$ cat src/rtl/hazard_ctrl.sv
// rtl/hazard_ctrl.sv - pipeline hazard controller: stall/flush/forwarding plus syscall drain FSM
module hazard_ctrl #(
    parameter int DRAIN_CYCLES = 3,
    parameter int CNT_W        = 16
) (
    input  logic             clk,
    input  logic             rst_n,
    input  logic [4:0]       rs_d,
    input  logic [4:0]       rt_d,
    input  logic             branch_d,
    input  logic             syscall_d,
    input  logic [4:0]       rs_e,
    input  logic [4:0]       rt_e,
    input  logic [4:0]       write_reg_e,
    input  logic             reg_write_e,
    input  logic             mem_to_reg_e,
    input  logic [4:0]       write_reg_m,
    input  logic             reg_write_m,
    input  logic             mem_to_reg_m,
    input  logic [4:0]       write_reg_w,
    input  logic             reg_write_w,
    output logic             stall_f,
    output logic             stall_d,
    output logic             flush_e,
    output logic             forward_a_d,
    output logic             forward_b_d,
    output logic [1:0]       forward_a_e,
    output logic [1:0]       forward_b_e,
    output logic             syscall_busy,
    output logic [CNT_W-1:0] stall_cnt,
    output logic [CNT_W-1:0] syscall_cnt
);

    typedef enum logic [1:0] {IDLE, DRAIN, RELEASE} state_t;

    localparam logic [3:0]       DRAIN_LOAD = 4'(DRAIN_CYCLES - 1);
    localparam logic [CNT_W-1:0] CNT_MAX    = '1;

    state_t     state, state_n;
    logic [3:0] cnt, cnt_n;
    logic       lwstall, brstall, sysstall, stall;

    // Register 0 is hardwired, so it never counts as a dependency.
    function automatic logic reg_match(input logic [4:0] a, input logic [4:0] b);
        return (a != 5'd0) && (a == b);
    endfunction

    always_comb begin
        forward_a_e = 2'b00;
        forward_b_e = 2'b00;
        if (reg_write_m && reg_match(write_reg_m, rs_e))      forward_a_e = 2'b10;
        else if (reg_write_w && reg_match(write_reg_w, rs_e)) forward_a_e = 2'b01;
        if (reg_write_m && reg_match(write_reg_m, rt_e))      forward_b_e = 2'b10;
        else if (reg_write_w && reg_match(write_reg_w, rt_e)) forward_b_e = 2'b01;
    end

    assign forward_a_d = reg_write_m && reg_match(write_reg_m, rs_d);
    assign forward_b_d = reg_write_m && reg_match(write_reg_m, rt_d);

    assign lwstall = mem_to_reg_e && (reg_match(rt_e, rs_d) || reg_match(rt_e, rt_d));
    assign brstall = branch_d &&
                     ((reg_write_e  && (reg_match(write_reg_e, rs_d) || reg_match(write_reg_e, rt_d))) ||
                      (mem_to_reg_m && (reg_match(write_reg_m, rs_d) || reg_match(write_reg_m, rt_d))));

    // The detecting IDLE cycle is the first stall cycle, so DRAIN lasts DRAIN_CYCLES-1 cycles.
    always_comb begin
        state_n  = state;
        cnt_n    = cnt;
        sysstall = 1'b0;
        case (state)
            IDLE: begin
                if (syscall_d) begin
                    sysstall = 1'b1;
                    if (DRAIN_CYCLES <= 1) begin
                        state_n = RELEASE;
                    end else begin
                        state_n = DRAIN;
                        cnt_n   = DRAIN_LOAD;
                    end
                end
            end
            DRAIN: begin
                sysstall = 1'b1;
                cnt_n    = (cnt == 4'd0) ? 4'd0 : cnt - 4'd1;
                if (cnt <= 4'd1) state_n = RELEASE;
            end
            RELEASE: state_n = IDLE;
            default: state_n = IDLE;
        endcase
    end

    assign stall        = lwstall | brstall | sysstall;
    assign stall_f      = stall;
    assign stall_d      = stall;
    assign flush_e      = stall;
    assign syscall_busy = (state != IDLE);

    always_ff @(posedge clk or negedge rst_n) begin
        if (!rst_n) begin
            state       <= IDLE;
            cnt         <= 4'd0;
            stall_cnt   <= '0;
            syscall_cnt <= '0;
        end else begin
            state <= state_n;
            cnt   <= cnt_n;
            if (stall && stall_cnt != CNT_MAX)
                stall_cnt <= stall_cnt + 1'b1;
            if (state == RELEASE && syscall_cnt != CNT_MAX)
                syscall_cnt <= syscall_cnt + 1'b1;
        end
    end

endmodule

$ cat config.mk
export PLATFORM = sky130hd
export DESIGN_NAME = hazard_ctrl
export DESIGN_NICKNAME = d
export VERILOG_FILES = /design/src/rtl/hazard_ctrl.sv
export SDC_FILE = /design/constraint.sdc
export NUM_CORES = 1
export LEC_CHECK = 0
export BUFFER_PORTS_ARGS = -buffer_cell sky130_fd_sc_hd__buf_2
export CAP_MARGIN = 20
export CORE_MARGIN = 1.5
export CORE_UTILIZATION = 42
export CTS_CLUSTER_DIAMETER = 40
export DETAILED_ROUTE_END_ITERATION = 16
export GPL_ROUTABILITY_DRIVEN = 0
export PLACE_DENSITY_LB_ADDON = 0.2
export SYNTH_ARGS = -nofsm -noshare
export SYNTH_HDL_FRONTEND = slang
export SYNTH_SLANG_ARGS = --single-unit
$ cat constraint.sdc
create_clock -name clk -period 3.5 [get_ports clk]
set_input_delay 0.7 -clock clk [delete_from_list [all_inputs] [get_ports clk]]
set_output_delay 0.7 -clock clk [all_outputs]
set_load 0.01 [all_outputs]
Yosys cells after proc, flatten, opt, wreduce, memory -nomap -nowiden. Cells that the tools add are included.

Flip-flop bits (word level): 38. Output and inout port bits: 42.

Add/sub/neg operators: 3. $lt $le $gt $ge: 1. Equality and inequality tests: 16. Mux-type cells: 12. Bitwise logic cells: 2. Reductions and logical operators: 36.

Operators with widths (count): 5-bit == test (10); 16-bit by 1-bit adder with 16-bit output, second input constant (2); 16-bit inequality test, second input constant (2); 1-bit logical AND (22); 5-bit nonzero test (4); 2-bit 2-to-1 mux (4); 4-bit 2-to-1 mux (2); 4-bit one-hot mux with 2 select lines (1); 4-bit by 1-bit less-or-equal comparator with 1-bit output, second input constant (1); 4-bit zero test (1); 1-bit logical OR (4); 2-bit inequality test, second input constant (2); 2-bit one-hot mux with 2 select lines (1); 2-bit AND reduction (2); 2-bit nonzero test (2); 4-bit by 1-bit subtractor with 4-bit output, second input constant (1); 1-bit 2-to-1 mux (3); 2-bit by 1-bit == test with 1-bit output, second input constant (1); 2-bit == test, second input constant (1); 2-bit zero test (1); 1-bit OR (2); 1-bit one-hot mux with 2 select lines (1).

Logic depth before layout (Yosys ltp). Gate-level depths: netlist of run 1.

Depth in word-level cells: 9. Mapped depth: 9. Depth with buffers taken out: 7.

Worst setup path before layout of run 1. OpenSTA, ideal clock, no wires.

Path type: input port to output port. From: input rt_e[2]. To: output stall_d. Data arrival time: 2247 ps. Required time: 2800 ps. Slack: 553 ps. Cell stages on the path: 8. Path through: clkbuf_1 > or4_1 > o21ai_1 > a21oi_1 > nor4_4 > buf_6 > inv_1 > buf_4.

Cells in the longest elaborated chain, start to end: 6. Elaborated cells on any way between the ends: 9.

Ends and longest elaborated chain: from (decl) (line 13) `input logic [4:0] rt_e,`; 5-bit == test / 5-bit nonzero test (equally long branches) (line 45) `return (a != 5'd0) && (a == b);`; 1-bit logical AND (line 45); 1-bit logical OR * (line 60) `assign lwstall = mem_to_reg_e && (reg_match(rt_e, rs_d) || reg_match(rt_e, rt_d));`; 1-bit logical AND * (line 60); 1-bit OR * (2 in a row) (line 92) `assign stall = lwstall | brstall | sysstall;`; to (decl) (line 23) `output logic stall_d,`.

Every way passes the cells marked *; elsewhere a longest branch is shown, timed or not.

Final worst setup path of run 1.
From: input write_reg_e[1]. To: output flush_e.

Cells in the longest elaborated chain, start to end: 8. Elaborated cells on any way between the ends: 11.

Ends and longest elaborated chain: from (decl) (line 14) `input logic [4:0] write_reg_e,`; 5-bit == test / 5-bit nonzero test (equally long branches) (line 45); 1-bit logical AND (line 45); 1-bit logical OR * (line 62) `((reg_write_e && (reg_match(write_reg_e, rs_d) || reg_match(write_reg_e, rt_d))) ||`; 1-bit logical AND * (line 62); 1-bit logical OR * (line 62); 1-bit logical AND * (line 61) `assign brstall = branch_d &&`; 1-bit OR * (2 in a row) (line 92); to (decl) (line 24) `output logic flush_e,`.

Marks and branches as above.

==> results of run 1 <==
## metrics by stage
| stage | total power (W) | instance area, µm² | hold slack, ns | cells |
|---|---|---|---|---|
| global route | 0.00179 | 3030 | 0.511 | 419 |
| detailed placement | 0.00136 | 2930 | 0.480 | 411 |
| CTS | 0.00168 | 3030 | 0.492 | 419 |
| global placement | 0.00134 | 2930 | 0.470 | 411 |
| finish | 0.00166 | 3030 | 0.482 | 419 |
| floorplan | 0.00113 | 2480 | 0.404 | 267 |
## where the power goes
group	switching, W	internal, W
combinational	0.000344	0.000289
sequential	0.000148	0.000557
clock	0.000159	0.000158
## cells by family (layout without fill, tap and decap cells)
logic type	Yosys count	in the layout
fa+ha+maj	2	2
simple gates	110	110
mux	3	3
xor+xnor	78	78
compound gates	19	19
buf+inv	17	97
flops	38	38
## synth_stat cells
cell | n | share of area (%)
nor4_4 | 1 | 0.86
nand2_1 | 20 | 3.0
xor2_1 | 50 | 18
a21oi_1 | 7 | 1.4
nor2_1 | 16 | 2.4
buf_6 | 1 | 0.45
or4_1 | 5 | 1.5
and3_1 | 5 | 1.3
o21bai_1 | 1 | 0.30
buf_1 | 1 | 0.15
dfrtp_1 | 38 | 38
o21ai_0 | 4 | 0.81
and2_1 | 1 | 0.25
o211ai_2 | 1 | 0.50
o31ai_1 | 1 | 0.30
buf_4 | 2 | 0.60
clkbuf_1 | 5 | 0.76
nor2b_2 | 1 | 0.35
a22o_1 | 1 | 0.35
nor3_1 | 13 | 2.6
buf_2 | 5 | 1.0
nor4b_1 | 2 | 0.71
inv_1 | 3 | 0.45
mux2_2 | 1 | 0.45
xnor2_1 | 28 | 9.9
nand3b_1 | 1 | 0.30
and4_1 | 1 | 0.35
or2_2 | 1 | 0.25
ha_1 | 2 | 1.0
mux2_1 | 1 | 0.45
nor4_1 | 8 | 2.0
nand3_1 | 21 | 4.2
nand2b_1 | 2 | 0.50
or3_1 | 1 | 0.25
o21ai_1 | 1 | 0.20
nor2b_1 | 4 | 1.0
o21a_1 | 2 | 0.60
a31oi_1 | 1 | 0.25
nor3b_1 | 1 | 0.30
nand4_1 | 6 | 1.5
mux2i_1 | 1 | 0.40
## critical path, stage by stage
cell and delay [ns]:
buf_2 0.12, or4_1 0.56, o211ai_2 0.15, a21oi_1 0.08, nor4_4 0.26, inv_1 0.09, buf_2 0.15
## worst min path at each step
stage	from	end	slack (ns)
5_1_grt	stall_cnt[5]	stall_cnt[5]	0.51
6_report	syscall_cnt[10]	syscall_cnt[10]	0.48
2_1_floorplan	rst_n	cnt[0]	0.40
3_5_place_dp	syscall_cnt[10]	syscall_cnt[10]	0.48
3_3_place_gp	stall_cnt[15]	stall_cnt[15]	0.47
4_1_cts	syscall_cnt[10]	syscall_cnt[10]	0.49
## area by class of cell
class | instances | area, µm² | share of cell area (%)
Tap cell | 72 | 90.1 | 2.98
Inverter | 3 | 11.3 | 0.372
Clock inverter | 2 | 12.5 | 0.413
Sequential cell | 38 | 951 | 31.4
Clock buffer | 6 | 82.6 | 2.73
Timing Repair Buffer | 86 | 433 | 14.3
Multi-Input combinational cell | 212 | 1450 | 47.8
## routing by layer
metal	vias up	GRT usage [%]	part of all wire (%)
met5	-	0	0
met2	59	29.2	44
met1	1003	26.3	48
met4	0	5.00	1.1
li1	1066	-	-
met3	6	5.49	6.9
## sequential cells by signal (all words and copies together), names as in the netlist
name	count
stall_cnt	16
state	2
cnt	4
syscall_cnt	16
==> flow_metrics.py, run 1 <==
metrics = {
    "outcome": {
        "status": "finished clean",
    },
    "clocking": {
        "cts_tree": "yes",
        "cts.sinks": 38,
        "cts.hold.buffers_added": 0,
        "clk_pin_slew_worst_paths_ns": 0.07,
        "clock_path_buffers": 2,
        "cts_made_buffers": 5,
        "htree_num_levels": 2,
        "post_cts_buffers": 0,
        "clock_latency_ns": 0.30,
        "cts-root-buf": "clkbuf_8",
        "post_cts_resized": 0,
    },
    "timing": {
        "period_share_pct": 80.5,
        "timing.final.ws_setup_ns": 0.682,
        "tightestPinTransition_ns": 0.828,
        "slew-limit-headroom_pct": 44.8,
        "final.min_clock_period_ns": 2.82,
        "fmax_ghz": 0.355,
        "finClkSkew_ns": 0.00773,
        "hold_violations": 0,
        "setup_viol": 0,
        "setup_tns_ns": 0,
        "rsz0062_at_grt": "no",
        "slew_violations": 0,
    },
    "yosys": {
        "synthAdderAreaFrac_pct": 1.01,
        "syn_inst": 267,
        "syn_area_mm2": 0.00248,
        "yosysUniqueCellTypes": 41,
        "syn-mean-instance-area_um2": 9.30,
        "yosysSeqAreaShare_pct": 38.3,
        "synth_xor_area_share_pct": 27.5,
        "yosys_warnings": 0,
        "synth_mux_area_share_pct": 1.31,
        "syn_nets": 313,
        "ys_ff_latch": 38,
        "yosys.area_share.simple_pct": 23.7,
        "synth_top_family_by_area": "XOR/XNOR gates",
        "synth_compound_area_share_pct": 4.74,
    },
    "final_layout": {
        "drive_above_1_share_pct": 28.5,
        "nNetsFinal": 392,
        "layout_common_cells": "85 x buf_2, 50 x xor2_1, 38 x dfrtp_1, 28 x xnor2_1, 21 x nand3_1",
        "insertedDiodeCount": 0,
        "utilization_pct": 54.0,
        "area_growth_pct": 21.9,
        "fill_cells": 532,
        "final_common_cell": "buf_2",
    },
    "floorplan": {
        "rows": 27,
        "chipWidth_um": 79.9,
        "start_util_pct": 44.3,
        "dieArea_mm2": 0.00638,
        "core-area_mm2": 0.00561,
        "fp.dieH_um": 79.9,
        "io_pins": 86,
    },
    "grt": {
        "grt_pass1_wl_um": 9670,
        "grt_pass1_vias": 2114,
        "grt_antenna_before_repair": 0,
        "grt_usage_pct": 19.1,
        "grt-ovfl-total": 0,
        "grt_max_degree": 39,
    },
    "detailed_routing": {
        "drt_first_pass_iters": 4,
        "drc": 0,
        "drt_iter0_drc": 113,
        "ant_nets": 0,
        "wl_per_cell_um": 13.3,
        "wirelength_um": 5560,
        "vias_per_cell": 5.09,
        "dr_total_vias": 2134,
    },
    "placement": {
        "port-buffer-count": 85,
        "pre_cts_ws_ns": 0.677,
        "hpwl_um": 4270,
    },
    "power_and_ir_drop": {
        "peakVddDrop_mv": 0.357,
        "p_leak_nw": 1.44,
        "powerDensity_mw_per_mm2": 547,
    },
    "flow_run": {
        "drv_cap": 0,
    },
    "setup_path": {
        "rr_startpoint": "state[0]",
        "crit_type": "input pin to output port",
        "startpoint": "write_reg_e[1]",
        "crit_fanout": 3,
        "reg2regPathDepth": 6,
        "cp-start-kind": "input pin",
        "r2r_setup_slack_ns": 1.51,
        "required_ns": 2.80,
        "rr_endpoint": "stall_cnt[1]",
        "crit_end": "flush_e",
        "cp-end-kind": "output port",
        "critPathArrivalTime_ns": 2.12,
    },
    "worst_hold_path": {
        "worstHoldPathType": "flop to flop",
        "hold_depth": 1,
    },
}
Note: power is estimated with default switching activity, not from simulation.
==> inputs of run 2 (changes only) <==
==> constraint.sdc (replaced) <==
create_clock -name clk -period 2.8 [get_ports clk]
set_input_delay 0.56 -clock clk [delete_from_list [all_inputs] [get_ports clk]]
set_output_delay 0.56 -clock clk [all_outputs]
set_load 0.01 [all_outputs]
==> run 2 against run 1 <==
Die area is the same. Sequential share of layout area shrank 0.18 points. Count of clock-buffer cells in the layout unchanged. Non-clock buffer count unchanged. Combinational power is 26% higher. Cell area increased by 0.58%. Setup slack worse by 0.40 ns. Critical path depth is the same. Flip-flop and latch count unchanged. Critical path type unchanged.
==> flow_metrics.py, run 2 (synthesis gave the netlist of run 1 again) <==
metrics = {
    "clocking": {
        "cts.hold.buffers_added": 0,
        "cts_made_buffers": 5,
        "cts_tree": "yes",
        "cts.sinks": 38,
        "clock_path_buffers": 2,
        "post_cts_resized": 0,
        "post_cts_buffers": 0,
        "clock_latency_ns": 0.29,
        "htree_num_levels": 2,
        "cts-root-buf": "clkbuf_8",
        "clk_pin_slew_worst_paths_ns": 0.08,
    },
    "floorplan": {
        "core-area_mm2": 0.00561,
        "fp.dieH_um": 79.9,
        "start_util_pct": 44.3,
        "dieArea_mm2": 0.00638,
        "chipWidth_um": 79.9,
        "rows": 27,
        "io_pins": 86,
    },
    "setup_path": {
        "cp-start-kind": "input pin",
        "required_ns": 2.24,
        "crit_type": "input pin to output port",
        "cp-end-kind": "output port",
        "crit_fanout": 3,
        "critPathArrivalTime_ns": 1.96,
        "reg2regPathDepth": 6,
    },
    "final_layout": {
        "nNetsFinal": 392,
        "layout_common_cells": "85 x buf_2, 50 x xor2_1, 38 x dfrtp_1, 28 x xnor2_1, 21 x nand3_1",
        "area_growth_pct": 22.6,
        "insertedDiodeCount": 0,
        "utilization_pct": 54.3,
        "ff_latch_area_um2": 951,
        "top_regs": "stall_cnt (16), syscall_cnt (16), cnt (4)",
        "final_common_cell": "buf_2",
        "fill_cells": 535,
        "multiInputGateArea_mm2": 0.00145,
        "finalNonFillerCells": 418,
        "drive_above_1_share_pct": 28.3,
    },
    "detailed_routing": {
        "drt_iter0_drc": 104,
        "ant_nets": 0,
        "drt_first_pass_iters": 4,
        "dr_total_vias": 2130,
        "wl_per_cell_um": 13.4,
        "drc": 0,
        "vias_per_cell": 5.10,
        "wirelength_um": 5600,
    },
    "grt": {
        "grt_max_degree": 39,
        "grt_usage_pct": 19.0,
        "busiest_layer": "met2",
        "use_met2_pct": 29.9,
        "grt-ovfl-total": 0,
        "grt_pass1_wl_um": 9540,
        "grt_util_met3_pct": 4.46,
        "grt_antenna_before_repair": 0,
        "grt_pass1_vias": 2093,
        "globalRouteMet1Util_pct": 25.8,
    },
    "worst_hold_path": {
        "worstHoldPathType": "input pin to asynchronous set/reset pin",
    },
    "timing": {
        "hold_violations": 0,
        "timing.final.ws_setup_ns": 0.283,
        "final.min_clock_period_ns": 2.52,
        "finClkSkew_ns": 0.00913,
        "setup_tns_ns": 0,
        "setup_viol": 0,
        "slew-limit-headroom_pct": 44.4,
        "tightestPinTransition_ns": 0.835,
        "rsz0062_at_grt": "no",
        "fmax_ghz": 0.397,
        "slew_violations": 0,
        "period_share_pct": 89.9,
    },
    "power_and_ir_drop": {
        "seqPwrFrac_pct": 41.0,
        "net-switching-power_w": 0.000815,
        "peakVddDrop_mv": 0.576,
        "p_clk_share_pct": 22.1,
        "cellInternalPower_w": 0.00134,
        "switching_share_pct": 37.8,
        "powerDensity_mw_per_mm2": 708,
        "p_leak_nw": 1.45,
        "p_comb_share_pct": 36.9,
    },
    "flow_run": {
        "drv_cap": 0,
    },
    "outcome": {
        "status": "finished clean",
    },
    "placement": {
        "pre_cts_ws_ns": 0.270,
        "port-buffer-count": 85,
        "place_inst": 411,
        "hpwl_um": 4270,
    },
}
-- run 2: path summary, 6_finish.rpt --
| check | endpoint | slack [ns] | start |
|---|---|---|---|
| worst max-delay path | stall_f | 0.28 | write_reg_e[1] |
| worst min-delay path | stall_cnt[11] | 0.36 | rst_n |
| worst max register to register | stall_cnt[1] | 0.85 | state[0] |
| worst min register to register | stall_cnt[15] | 0.48 | stall_cnt[15] |
| max in group asynchronous | stall_cnt[3] | 1.90 | rst_n |
| min in group clk | stall_cnt[15] | 0.48 | stall_cnt[15] |
-- run 2: worst max-delay path, cell delays in order --
cell,delay (ns)
buf_2,0.12
or4_1,0.54
o211ai_2,0.15
a21oi_1,0.08
nor4_4,0.26
inv_1,0.09
buf_2,0.15
-- run 2: through the flow --
stage	total power (W)	area, µm²	hold slack, ns
detailed placement	0.00169	2930	0.476
global placement	0.00168	2930	0.471
finish	0.00216	3050	0.361
CTS	0.00218	3050	0.402
global route	0.00233	3050	0.437
floorplan	0.00141	2480	0.264
-- run 2: metal layers --
metal	vias up	share of wire, %
met5	-	0
met3	7	7.7
met1	979	46
met2	75	45
li1	1069	-
met4	0	1.2
-- run 2: power groups by stage --
stage          Combinational [W]  Sequential, W  Clock (W)
2_1_floorplan           0.000502       0.000907          0
3_3_place_gp            0.000786       0.000890          0
3_5_place_dp            0.000800       0.000892          0
4_1_cts                 0.000805       0.000884   0.000492
5_1_grt                 0.000897       0.000919   0.000517
6_report                0.000796       0.000884   0.000478
-- run 2: final cells by class --
cell class / count / share of cell area, %
flip-flops and latches: 38 / 31.2
clock buffers: 6 / 2.71
multi-input cells: 212 / 47.5
repair buffers: 86 / 14.2
well taps: 72 / 2.96
clock inverters: 1 / 0.986
inverters: 3 / 0.370
